### config.mk
export PLATFORM = sky130hd
export DESIGN_NAME = lowf_fir_mac
export DESIGN_NICKNAME = d
export VERILOG_FILES = /design/src/rtl/lowf_fir_mac.sv
export SDC_FILE = /design/constraint.sdc
export NUM_CORES = 1
export LEC_CHECK = 0
export BUFFER_PORTS_ARGS = -buffer_cell sky130_fd_sc_hd__buf_2
export CORE_MARGIN = 2
export CORE_UTILIZATION = 60
export DETAILED_ROUTE_END_ITERATION = 6
export PLACE_DENSITY = 0.78
export RECOVER_POWER = 50
export SLEW_MARGIN = 20
export SYNTH_ARGS = -nofsm -noshare
export SYNTH_HDL_FRONTEND = slang
export SYNTH_SLANG_ARGS = --single-unit
### constraint.sdc
create_clock -name clk -period 13.8 [get_ports clk]
set_input_delay 2.07 -clock clk [delete_from_list [all_inputs] [get_ports clk]]
set_output_delay 2.07 -clock clk [all_outputs]
set_load 0.02 [all_outputs]
### src/rtl/lowf_fir_mac.sv
// rtl/lowf_fir_mac.sv - low-band FIR multiply-accumulate, one Q15 filtered sample per window
module lowf_fir_mac #(
    parameter int TAPS   = 1021,
    parameter int ADDR_W = 10,
    parameter int ACC_W  = 42
) (
    input  logic                     clk,
    input  logic                     rst,
    input  logic signed [15:0]       smpl_in,
    input  logic                     sequencing,
    output logic [ADDR_W-1:0]        coeff_addr,
    input  logic signed [15:0]       coeff_data,
    output logic signed [15:0]       smpl_out,
    output logic                     smpl_vld,
    output logic                     tap_ovf
);

    typedef enum logic [1:0] {IDLE, ACCUM, DRAIN, OUTPUT} state_t;

    localparam logic [ADDR_W-1:0]          TAP_MAX = ADDR_W'(TAPS);
    localparam int                          SH_W    = ACC_W - 15;
    localparam logic signed [SH_W-1:0]      SAT_HI  = SH_W'(32767);
    localparam logic signed [SH_W-1:0]      SAT_LO  = SH_W'(-32768);

    state_t                    state, state_nxt;
    logic [ADDR_W-1:0]         tap_cnt;
    logic signed [15:0]        s_d;
    logic                      s_vld;
    logic signed [31:0]        prod;
    logic                      p_vld;
    logic signed [ACC_W-1:0]   acc;
    logic signed [SH_W-1:0]    acc_sh;
    logic signed [15:0]        sat_val;
    logic                      accept;
    logic                      excess;
    logic                      stray;

    // The tap counter doubles as the ROM address so coefficient k lines up with sample k
    // one cycle later, when the sample has moved into s_d.
    assign coeff_addr = tap_cnt;

    always_comb begin
        state_nxt = state;
        accept    = 1'b0;
        excess    = 1'b0;
        stray     = 1'b0;
        case (state)
            IDLE: begin
                if (sequencing) begin
                    accept    = 1'b1;
                    state_nxt = ACCUM;
                end
            end
            ACCUM: begin
                if (sequencing) begin
                    if (tap_cnt < TAP_MAX) accept = 1'b1;
                    else                   excess = 1'b1;
                end else begin
                    state_nxt = DRAIN;
                end
            end
            DRAIN: begin
                stray     = sequencing;
                state_nxt = OUTPUT;
            end
            OUTPUT: begin
                stray     = sequencing;
                state_nxt = IDLE;
            end
            default: state_nxt = IDLE;
        endcase
    end

    // Dropping the low 15 bits is an arithmetic shift that floors toward minus infinity.
    always_comb begin
        acc_sh = acc[ACC_W-1:15];
        if (acc_sh > SAT_HI)      sat_val = 16'sh7FFF;
        else if (acc_sh < SAT_LO) sat_val = -16'sh8000;
        else                      sat_val = acc_sh[15:0];
    end

    always_ff @(posedge clk or posedge rst) begin
        if (rst) begin
            state    <= IDLE;
            tap_cnt  <= '0;
            s_d      <= '0;
            s_vld    <= 1'b0;
            prod     <= '0;
            p_vld    <= 1'b0;
            acc      <= '0;
            smpl_out <= '0;
            smpl_vld <= 1'b0;
            tap_ovf  <= 1'b0;
        end else begin
            state <= state_nxt;

            s_vld <= accept;
            if (accept) s_d <= smpl_in;

            if (state == OUTPUT) tap_cnt <= '0;
            else if (accept)     tap_cnt <= tap_cnt + 1'b1;

            prod  <= s_d * coeff_data;
            p_vld <= s_vld;

            if (state == OUTPUT) acc <= '0;
            else if (p_vld)      acc <= acc + {{(ACC_W-32){prod[31]}}, prod};

            smpl_vld <= (state == OUTPUT);
            if (state == OUTPUT) smpl_out <= sat_val;

            if (excess || stray) tap_ovf <= 1'b1;
        end
    end

endmodule
==> results of run 1 <==
[synthesized netlist by cell type (3+ instances only)]
master | n | area (µm²)
sky130_fd_sc_hd__buf_1 | 7 | 26.3
sky130_fd_sc_hd__a31oi_1 | 9 | 56.3
sky130_fd_sc_hd__or3_1 | 6 | 37.5
sky130_fd_sc_hd__clkbuf_1 | 48 | 180
sky130_fd_sc_hd__a2111oi_0 | 6 | 52.6
sky130_fd_sc_hd__a21oi_1 | 84 | 420
sky130_fd_sc_hd__a211oi_1 | 12 | 90.1
sky130_fd_sc_hd__a311oi_1 | 3 | 26.3
sky130_fd_sc_hd__o22ai_1 | 6 | 37.5
sky130_fd_sc_hd__xor2_1 | 13 | 114
sky130_fd_sc_hd__o21ai_0 | 51 | 255
sky130_fd_sc_hd__nand4_1 | 13 | 81.3
sky130_fd_sc_hd__a21o_1 | 20 | 150
sky130_fd_sc_hd__mux2i_1 | 17 | 170
sky130_fd_sc_hd__nor3_1 | 14 | 70.1
sky130_fd_sc_hd__nor4_1 | 6 | 37.5
sky130_fd_sc_hd__o31ai_1 | 10 | 75.1
sky130_fd_sc_hd__nand2b_1 | 10 | 62.6
sky130_fd_sc_hd__mux2_2 | 3 | 33.8
sky130_fd_sc_hd__xnor2_1 | 44 | 385
sky130_fd_sc_hd__a311o_1 | 5 | 50.1
sky130_fd_sc_hd__inv_1 | 345 | 1290
sky130_fd_sc_hd__fa_1 | 263 | 5270
sky130_fd_sc_hd__o211ai_1 | 9 | 67.6
sky130_fd_sc_hd__o21bai_1 | 8 | 60.1
sky130_fd_sc_hd__nand2_1 | 239 | 897
sky130_fd_sc_hd__nand3_1 | 20 | 100
sky130_fd_sc_hd__and2_1 | 125 | 782
sky130_fd_sc_hd__o2bb2ai_1 | 16 | 140
sky130_fd_sc_hd__o2111ai_1 | 3 | 26.3
sky130_fd_sc_hd__nor2b_1 | 11 | 68.8
sky130_fd_sc_hd__nor2_1 | 96 | 360
sky130_fd_sc_hd__and3_1 | 12 | 75.1
sky130_fd_sc_hd__nor3b_1 | 3 | 22.5
sky130_fd_sc_hd__o21a_1 | 5 | 37.5
sky130_fd_sc_hd__nand3b_1 | 5 | 37.5
sky130_fd_sc_hd__dfrtp_1 | 122 | 3050
sky130_fd_sc_hd__ha_1 | 129 | 1610
[state kept, by name, summed over array words and instances, names as in the netlist]
name / flops
prod: 32
s_d: 16
s_vld: 1
smpl_out: 16
acc: 42
smpl_vld: 1
coeff_addr: 10
p_vld: 1
tap_ovf: 1
state: 2
[worst max-delay path by stage]
stage / start / end / cells after the start
after floorplan: coeff_data[15] / prod[27]$_DFF_PP0_ / 20
after global placement: coeff_data[15] / prod[31]$_DFF_PP0_ / 20
after detailed placement: coeff_data[15] / prod[27]$_DFF_PP0_ / 20
after CTS: coeff_data[15] / prod[27]$_DFF_PP0_ / 20
after global routing: coeff_data[15] / prod[27]$_DFF_PP0_ / 20
final: coeff_data[15] / prod[27]$_DFF_PP0_ / 20
[cell families (layout without fill, tap and decap cells)]
logic type	Yosys count	after routing	share of synthesized area (%)
compound gates	269	269	10.5
xor+xnor	57	57	3.01
fa+ha+maj	392	392	41.5
buf+inv	403	446	9.16
flops	122	122	18.4
mux	20	20	1.23
simple gates	566	566	16.2
[worst max-delay path: stages]
cell	delay [ns]
sky130_fd_sc_hd__buf_2	0.13
sky130_fd_sc_hd__inv_1	0.42
sky130_fd_sc_hd__nor2_1	0.15
sky130_fd_sc_hd__fa_1	0.53
sky130_fd_sc_hd__fa_1	0.54
sky130_fd_sc_hd__fa_1	0.52
sky130_fd_sc_hd__fa_1	0.53
sky130_fd_sc_hd__fa_1	0.54
sky130_fd_sc_hd__inv_1	0.05
sky130_fd_sc_hd__fa_1	0.53
sky130_fd_sc_hd__inv_1	0.04
sky130_fd_sc_hd__ha_1	0.35
sky130_fd_sc_hd__a21o_1	0.21
sky130_fd_sc_hd__a21o_1	0.17
sky130_fd_sc_hd__a21oi_1	0.15
sky130_fd_sc_hd__o211ai_1	0.16
sky130_fd_sc_hd__a21oi_1	0.35
sky130_fd_sc_hd__o211ai_1	0.23
sky130_fd_sc_hd__a2111oi_0	0.49
sky130_fd_sc_hd__nand3b_1	0.16
[cell type report]
class / count / area [µm²]
Multi-Input combinational cell: 1304 / 12000
Fill cell: 2175 / 9370
Sequential cell: 122 / 3050
Inverter: 347 / 1300
Clock buffer: 19 / 453
Tap cell: 341 / 427
Timing Repair Buffer: 67 / 315
Clock inverter: 13 / 95.1
[metal layers]
metal | track usage (%) | vias up | share of wire, %
met3 | 6.40 | 85 | 7.2
met5 | 0 | - | 0
met2 | 47.1 | 422 | 48
met4 | 9.59 | 0 | 2.9
li1 | - | 5840 | -
met1 | 37.2 | 6201 | 42
[metrics by stage]
step | utilization, % | setup slack, ns | area, µm²
after CTS | 65.5 | 5.95 | 17700
after global routing | 65.3 | 5.56 | 17700
after floorplan | - | 6.14 | 16600
final | 65.3 | 5.80 | 17700
after global placement | 63.5 | 5.69 | 17200
after detailed placement | 63.5 | 5.52 | 17200
[cell usage in the layout (no fill, tap or decap), types with 20 or more instances in the layout]
cell type,n
sky130_fd_sc_hd__nand3_1,20
sky130_fd_sc_hd__nand2_1,239
sky130_fd_sc_hd__xnor2_1,44
sky130_fd_sc_hd__clkbuf_1,22
sky130_fd_sc_hd__fa_1,263
sky130_fd_sc_hd__o21ai_0,52
sky130_fd_sc_hd__and2_1,124
sky130_fd_sc_hd__nor2_1,96
sky130_fd_sc_hd__buf_2,42
sky130_fd_sc_hd__a21o_1,20
sky130_fd_sc_hd__ha_1,129
sky130_fd_sc_hd__dfrtp_1,121
sky130_fd_sc_hd__a21oi_1,84
sky130_fd_sc_hd__inv_1,344
==> tab_implementation.tex, run 1 <==
\begin{tabular}{lr}
\hline
Metric & Value \\
\hline
\multicolumn{2}{l}{\textbf{Outcome}} \\
Run status & finished with violations \\
Violations in the final reports & max-capacitance violations, max-slew violations \\
\multicolumn{2}{l}{\textbf{Die}} \\
Area inside the core boundary & 27000 µm² \\
DIE WIDTH & 170 µm \\
Die ar. & 29000 µm² \\
Number of rows created at floorplan & 60 \\
Die boundary height & 170 µm \\
\# IOs & 63 \\
Initial Util & 61.4\% \\
\multicolumn{2}{l}{\textbf{Layout}} \\
Antenna diode instance count & 0 \\
Non-filler instance count after layout & 2213 \\
Share of final-layout standard cells stronger than drive strength 1 & 4.86\% \\
Net count, final & 2286 \\
Syn-to-layout area delta & 6.46\% \\
\multicolumn{2}{l}{\textbf{Routing}} \\
Wire length per cell & 17.2 µm \\
ANT nets after route & 0 \\
Number of vias in the routed layout & 12548 \\
DR vias/cell & 5.67 \\
Remaining DRCs & 0 \\
Overall routed net length & 38000 µm \\
First-pass iteration count of the detailed router & 5 \\
Iter 0 DRT Violations & 943 \\
\multicolumn{2}{l}{\textbf{Worst hold path}} \\
Hold endpoint & p\_vld\$\_DFF\_PP0\_ \\
Startpoint of the tightest hold check path & s\_vld\$\_DFF\_PP0\_ \\
Class of the tightest hold or removal check & reg2reg \\
Worst Hold Depth & 0 \\
\multicolumn{2}{l}{\textbf{Clock tree}} \\
Setup fix buffers added after clock tree synthesis & 0 \\
Clk Tree Root Cell & sky130\_fd\_sc\_hd\_\_clkbuf\_16 \\
\# clock sinks & 122 \\
Post-CTS sizing & 0 \\
Total of hold buffers inserted after clock tree synthesis & 0 \\
CTS Buf Count & 17 \\
Clock Tree Buf Depth & 2 \\
Clock-pin slew of the registers on the worst-case setup and hold paths & 0.06 ns \\
Clk\_lat worst skew & 0.42 ns \\
Number of H-tree levels & 4 \\
TritonCTS clock tree & built \\
\multicolumn{2}{l}{\textbf{Logic synthesis}} \\
Asr flop ratio synth & 100\% \\
EDFF count, synth & 0 \\
Combined area of all synthesized cells & 16600 µm² \\
Syn Nets & 2256 \\
Cell variety after synth & 62 \\
Synthesis Warnings & 0 \\
Number of instances in the synthesized netlist & 1829 \\
Mean instance size in the synthesized netlist & 9.07 µm² \\
Top FF cell, synth & sky130\_fd\_sc\_hd\_\_dfrtp\_1 \\
Register area share after synthesis & 18.4\% \\
Synthesis-stage register bit count & 122 \\
\multicolumn{2}{l}{\textbf{Global routing}} \\
Overflow left after global routing & 0 \\
Vias in the first global route & 13279 \\
Pin count of the biggest net entering global routing & 63 \\
Global-route wire length before repair & 65100 µm \\
GRT Total Usage & 28.4\% \\
Initial antenna violation count & 0 \\
\multicolumn{2}{l}{\textbf{STA}} \\
Final setup violation count & 0 \\
Number of hold violations in the final report & 0 \\
Worst rel slew slack & -94.5\% \\
Hold WS & 0.347 ns \\
Post-route clock skew & 0.0152 ns \\
Final Critical Period & 8.00 ns \\
RSZ-0062 raised after global routing & false \\
Ratio of final minimum period to clock period & 58.0\% \\
Worst slew pin tran & 2.90 ns \\
Highest attainable clock frequency & 0.125 GHz \\
Number of pins exceeding their max-slew limit in the final report & 116 \\
Total Negative Setup Slacks & 0 ns \\
\multicolumn{2}{l}{\textbf{Placement}} \\
Weighted congestion at the end of routability-driven global placement & 0.912 \\
Dpl hpwl & 29300 µm \\
Port buffer count & 62 \\
\# placed instances & 2181 \\
\multicolumn{2}{l}{\textbf{Worst setup path}} \\
Flop-to-flop setup slack & 7.09 ns \\
Peak fanout along the critical path & 13 \\
Critical path launch point type & input port \\
Count of cells along the worst register-to-register path & 19 \\
Crit end category & flop \\
R2R Path Start & s\_d[4]\$\_DFFE\_PP0P\_ \\
Endpoint of the worst register-to-register path & prod[27]\$\_DFF\_PP0\_ \\
Arrival time of the worst setup path & 8.35 ns \\
Setup Crit Path Kind & in2reg \\
Crit path required time & 14.14 ns \\
\multicolumn{2}{l}{\textbf{Flow run}} \\
Count of max-cap constraint violations & 2 \\
\hline
\end{tabular}
Power of run 1 is left out: the tool's default activity adds up to more than one toggle a clock period on the data nets, which glitch-free logic cannot reach.
==> run 2: changes to the inputs <==
--- a/config.mk
+++ b/config.mk
@@ -7,9 +7,9 @@
 export LEC_CHECK = 0
 export BUFFER_PORTS_ARGS = -buffer_cell sky130_fd_sc_hd__buf_2
 export CORE_MARGIN = 2
-export CORE_UTILIZATION = 60
+export CORE_UTILIZATION = 59
 export DETAILED_ROUTE_END_ITERATION = 6
-export PLACE_DENSITY = 0.78
+export PLACE_DENSITY = 0.8
 export RECOVER_POWER = 50
 export SLEW_MARGIN = 20
 export SYNTH_ARGS = -nofsm -noshare
==> constraint.sdc (replaced) <==
create_clock -name clk -period 6.48 [get_ports clk]
set_input_delay 0.972 -clock clk [delete_from_list [all_inputs] [get_ports clk]]
set_output_delay 0.972 -clock clk [all_outputs]
set_load 0.02 [all_outputs]
==> run 2 against run 1 <==
Effect of this change:
- the flow still finishes with violations (max-capacitance violations, max-slew violations)
- via count rose by 3.2%
- sequential share of layout area fell by 0.82 points
- worst hold slack improved by 0.012 ns
- core utilization rose by 1.6 points
- clock skew barely moved
==> tab_implementation.tex, run 2 (synthesis results as in run 1) <==
\begin{tabular}{lr}
\hline
Metric & Value \\
\hline
\multicolumn{2}{l}{\textbf{Outcome}} \\
Run status & finished with violations \\
Violations in the final reports & max-capacitance violations, max-slew violations \\
\multicolumn{2}{l}{\textbf{Worst setup path}} \\
Setup Crit Path Kind & in2reg \\
Crit-path cells & buf\_2 > buf\_4 > and2\_1 > fa\_1 > inv\_1 > fa\_1 > fa\_1 > inv\_1 > fa\_1 > fa\_1 > inv\_1 > fa\_1 > inv\_1 > ha\_1 > a21oi\_1 > o21ai\_0 > nand3\_1 > o211ai\_1 > a21oi\_2 > o211ai\_1 > a2111oi\_1 > nor3b\_1 \\
Count of buffer and inverter cells on the critical path & 6 \\
Peak fanout along the critical path & 9 \\
Family with the most delay on the worst path & adder cells \\
Crit end category & flop \\
Worst path slowest cell & sky130\_fd\_sc\_hd\_\_fa\_1 \\
Crit path required time & 6.78 ns \\
Critical path launch point type & input port \\
Cell repeated most along the worst path & sky130\_fd\_sc\_hd\_\_fa\_1 \\
Delay of the slowest critical-path stage & 0.54 ns \\
Arrival time of the worst setup path & 6.58 ns \\
\multicolumn{2}{l}{\textbf{Routing}} \\
Overall routed net length & 38700 µm \\
ANT nets after route & 0 \\
Number of vias in the routed layout & 12946 \\
First-pass iteration count of the detailed router & 6 \\
DR vias/cell & 5.50 \\
Remaining DRCs & 0 \\
Iter 0 DRT Violations & 763 \\
Wire length per cell & 16.5 µm \\
\multicolumn{2}{l}{\textbf{Placement}} \\
Post-place setup slack & -0.313 ns \\
Weighted congestion at the end of routability-driven global placement & 0.925 \\
Dpl hpwl & 30700 µm \\
Port buffer count & 62 \\
Placement Cell Area & 18000 µm² \\
\# placed instances & 2321 \\
\multicolumn{2}{l}{\textbf{STA}} \\
Total Negative Setup Slacks & 0 ns \\
Post-route clock skew & 0.0154 ns \\
Number of hold violations in the final report & 0 \\
Worst rel slew slack & -80.8\% \\
Final Critical Period & 6.28 ns \\
Number of pins exceeding their max-slew limit in the final report & 178 \\
Worst slew pin tran & 2.70 ns \\
Slack of the critical path & 0.204 ns \\
Highest attainable clock frequency & 0.159 GHz \\
Ratio of final minimum period to clock period & 96.9\% \\
Final setup violation count & 0 \\
\multicolumn{2}{l}{\textbf{Clock tree}} \\
Setup fix buffers added after clock tree synthesis & 0 \\
\# clock sinks & 122 \\
Post-CTS sizing & 0 \\
Clock Tree Buf Depth & 2 \\
Total of hold buffers inserted after clock tree synthesis & 0 \\
Clk\_lat worst skew & 0.44 ns \\
CTS Buf Count & 17 \\
TritonCTS clock tree & built \\
Number of H-tree levels & 4 \\
Clk Tree Root Cell & sky130\_fd\_sc\_hd\_\_clkbuf\_16 \\
Clock-pin slew of the registers on the worst-case setup and hold paths & 0.07 ns \\
\multicolumn{2}{l}{\textbf{Die}} \\
Die boundary height & 172 µm \\
\# IOs & 63 \\
Area inside the core boundary & 27700 µm² \\
Die ar. & 29500 µm² \\
Number of rows created at floorplan & 61 \\
Initial Util & 59.9\% \\
DIE WIDTH & 172 µm \\
\multicolumn{2}{l}{\textbf{Global routing}} \\
Overflow left after global routing & 0 \\
Pin count of the biggest net entering global routing & 63 \\
Initial antenna violation count & 0 \\
Vias in the first global route & 13756 \\
Global-route wire length before repair & 66500 µm \\
GRT Total Usage & 28.7\% \\
\multicolumn{2}{l}{\textbf{Layout}} \\
Largest register FFs & 42 \\
Non-filler instance count after layout & 2353 \\
Antenna diode instance count & 0 \\
Leading cell types in the layout, fill and taps excluded & sky130\_fd\_sc\_hd\_\_inv\_1 (344), sky130\_fd\_sc\_hd\_\_fa\_1 (263), sky130\_fd\_sc\_hd\_\_nand2\_1 (239), sky130\_fd\_sc\_hd\_\_ha\_1 (129), sky130\_fd\_sc\_hd\_\_and2\_1 (124) \\
Share of final-layout standard cells stronger than drive strength 1 & 9.77\% \\
Net count, final & 2389 \\
Largest registers ranked by flip-flop count & acc (42), prod (32) \\
Reg with most FFs & acc \\
Design area & 18600 µm² \\
Most common cell after layout, fill and taps aside & sky130\_fd\_sc\_hd\_\_inv\_1 \\
Syn-to-layout area delta & 11.8\% \\
\multicolumn{2}{l}{\textbf{Worst hold path}} \\
Class of the tightest hold or removal check & reg2reg \\
\multicolumn{2}{l}{\textbf{Flow run}} \\
Count of max-cap constraint violations & 3 \\
\hline
\end{tabular}
## run 2: path summary, 6_finish.rpt
check                      slack (ns)          startpoint                  end  cells past startpoint
setup / recovery                 0.20       coeff_data[6]   prod[31]$_DFF_PP0_                     22
hold reg to reg                  0.36     s_vld$_DFF_PP0_      p_vld$_DFF_PP0_                      0
min in group asynchronous        1.28                 rst  tap_ovf$_DFFE_PP0P_                      2
hold / removal                   0.36     s_vld$_DFF_PP0_      p_vld$_DFF_PP0_                      0
max in group asynchronous        2.67                 rst   s_d[6]$_DFFE_PP0P_                      3
setup reg to reg                 0.34  s_d[4]$_DFFE_PP0P_   prod[31]$_DFF_PP0_                     21
## run 2: routing by layer
| metal | share of wire [%] | vias to the layer above | track usage, % |
|---|---|---|---|
| met4 | 3.2 | 0 | 10.4 |
| met3 | 6.3 | 86 | 5.59 |
| met5 | 0 | - | 0 |
| met2 | 49 | 447 | 48.9 |
| li1 | - | 6062 | - |
| met1 | 41 | 6351 | 36.4 |
## run 2: final cells by class
type / count / area, µm²
repair buffers: 170 / 1080
fillers: 2113 / 9160
clock buffers: 17 / 425
flip-flops and latches: 122 / 3060
inverters: 347 / 1300
multi-input cells: 1304 / 12000
well taps: 378 / 473
clock inverters: 15 / 179
## run 2: stage by stage
| stage | hold WS [ns] | utilization (%) |
|---|---|---|
| final | 0.359 | 67.0 |
| after global routing | 0.359 | 67.0 |
| after CTS | 0.358 | 67.1 |
| after detailed placement | 0.342 | 64.9 |
| after global placement | 0.334 | 64.9 |
| after floorplan | 0.331 | - |
Power of run 2 is left out for the same reason.
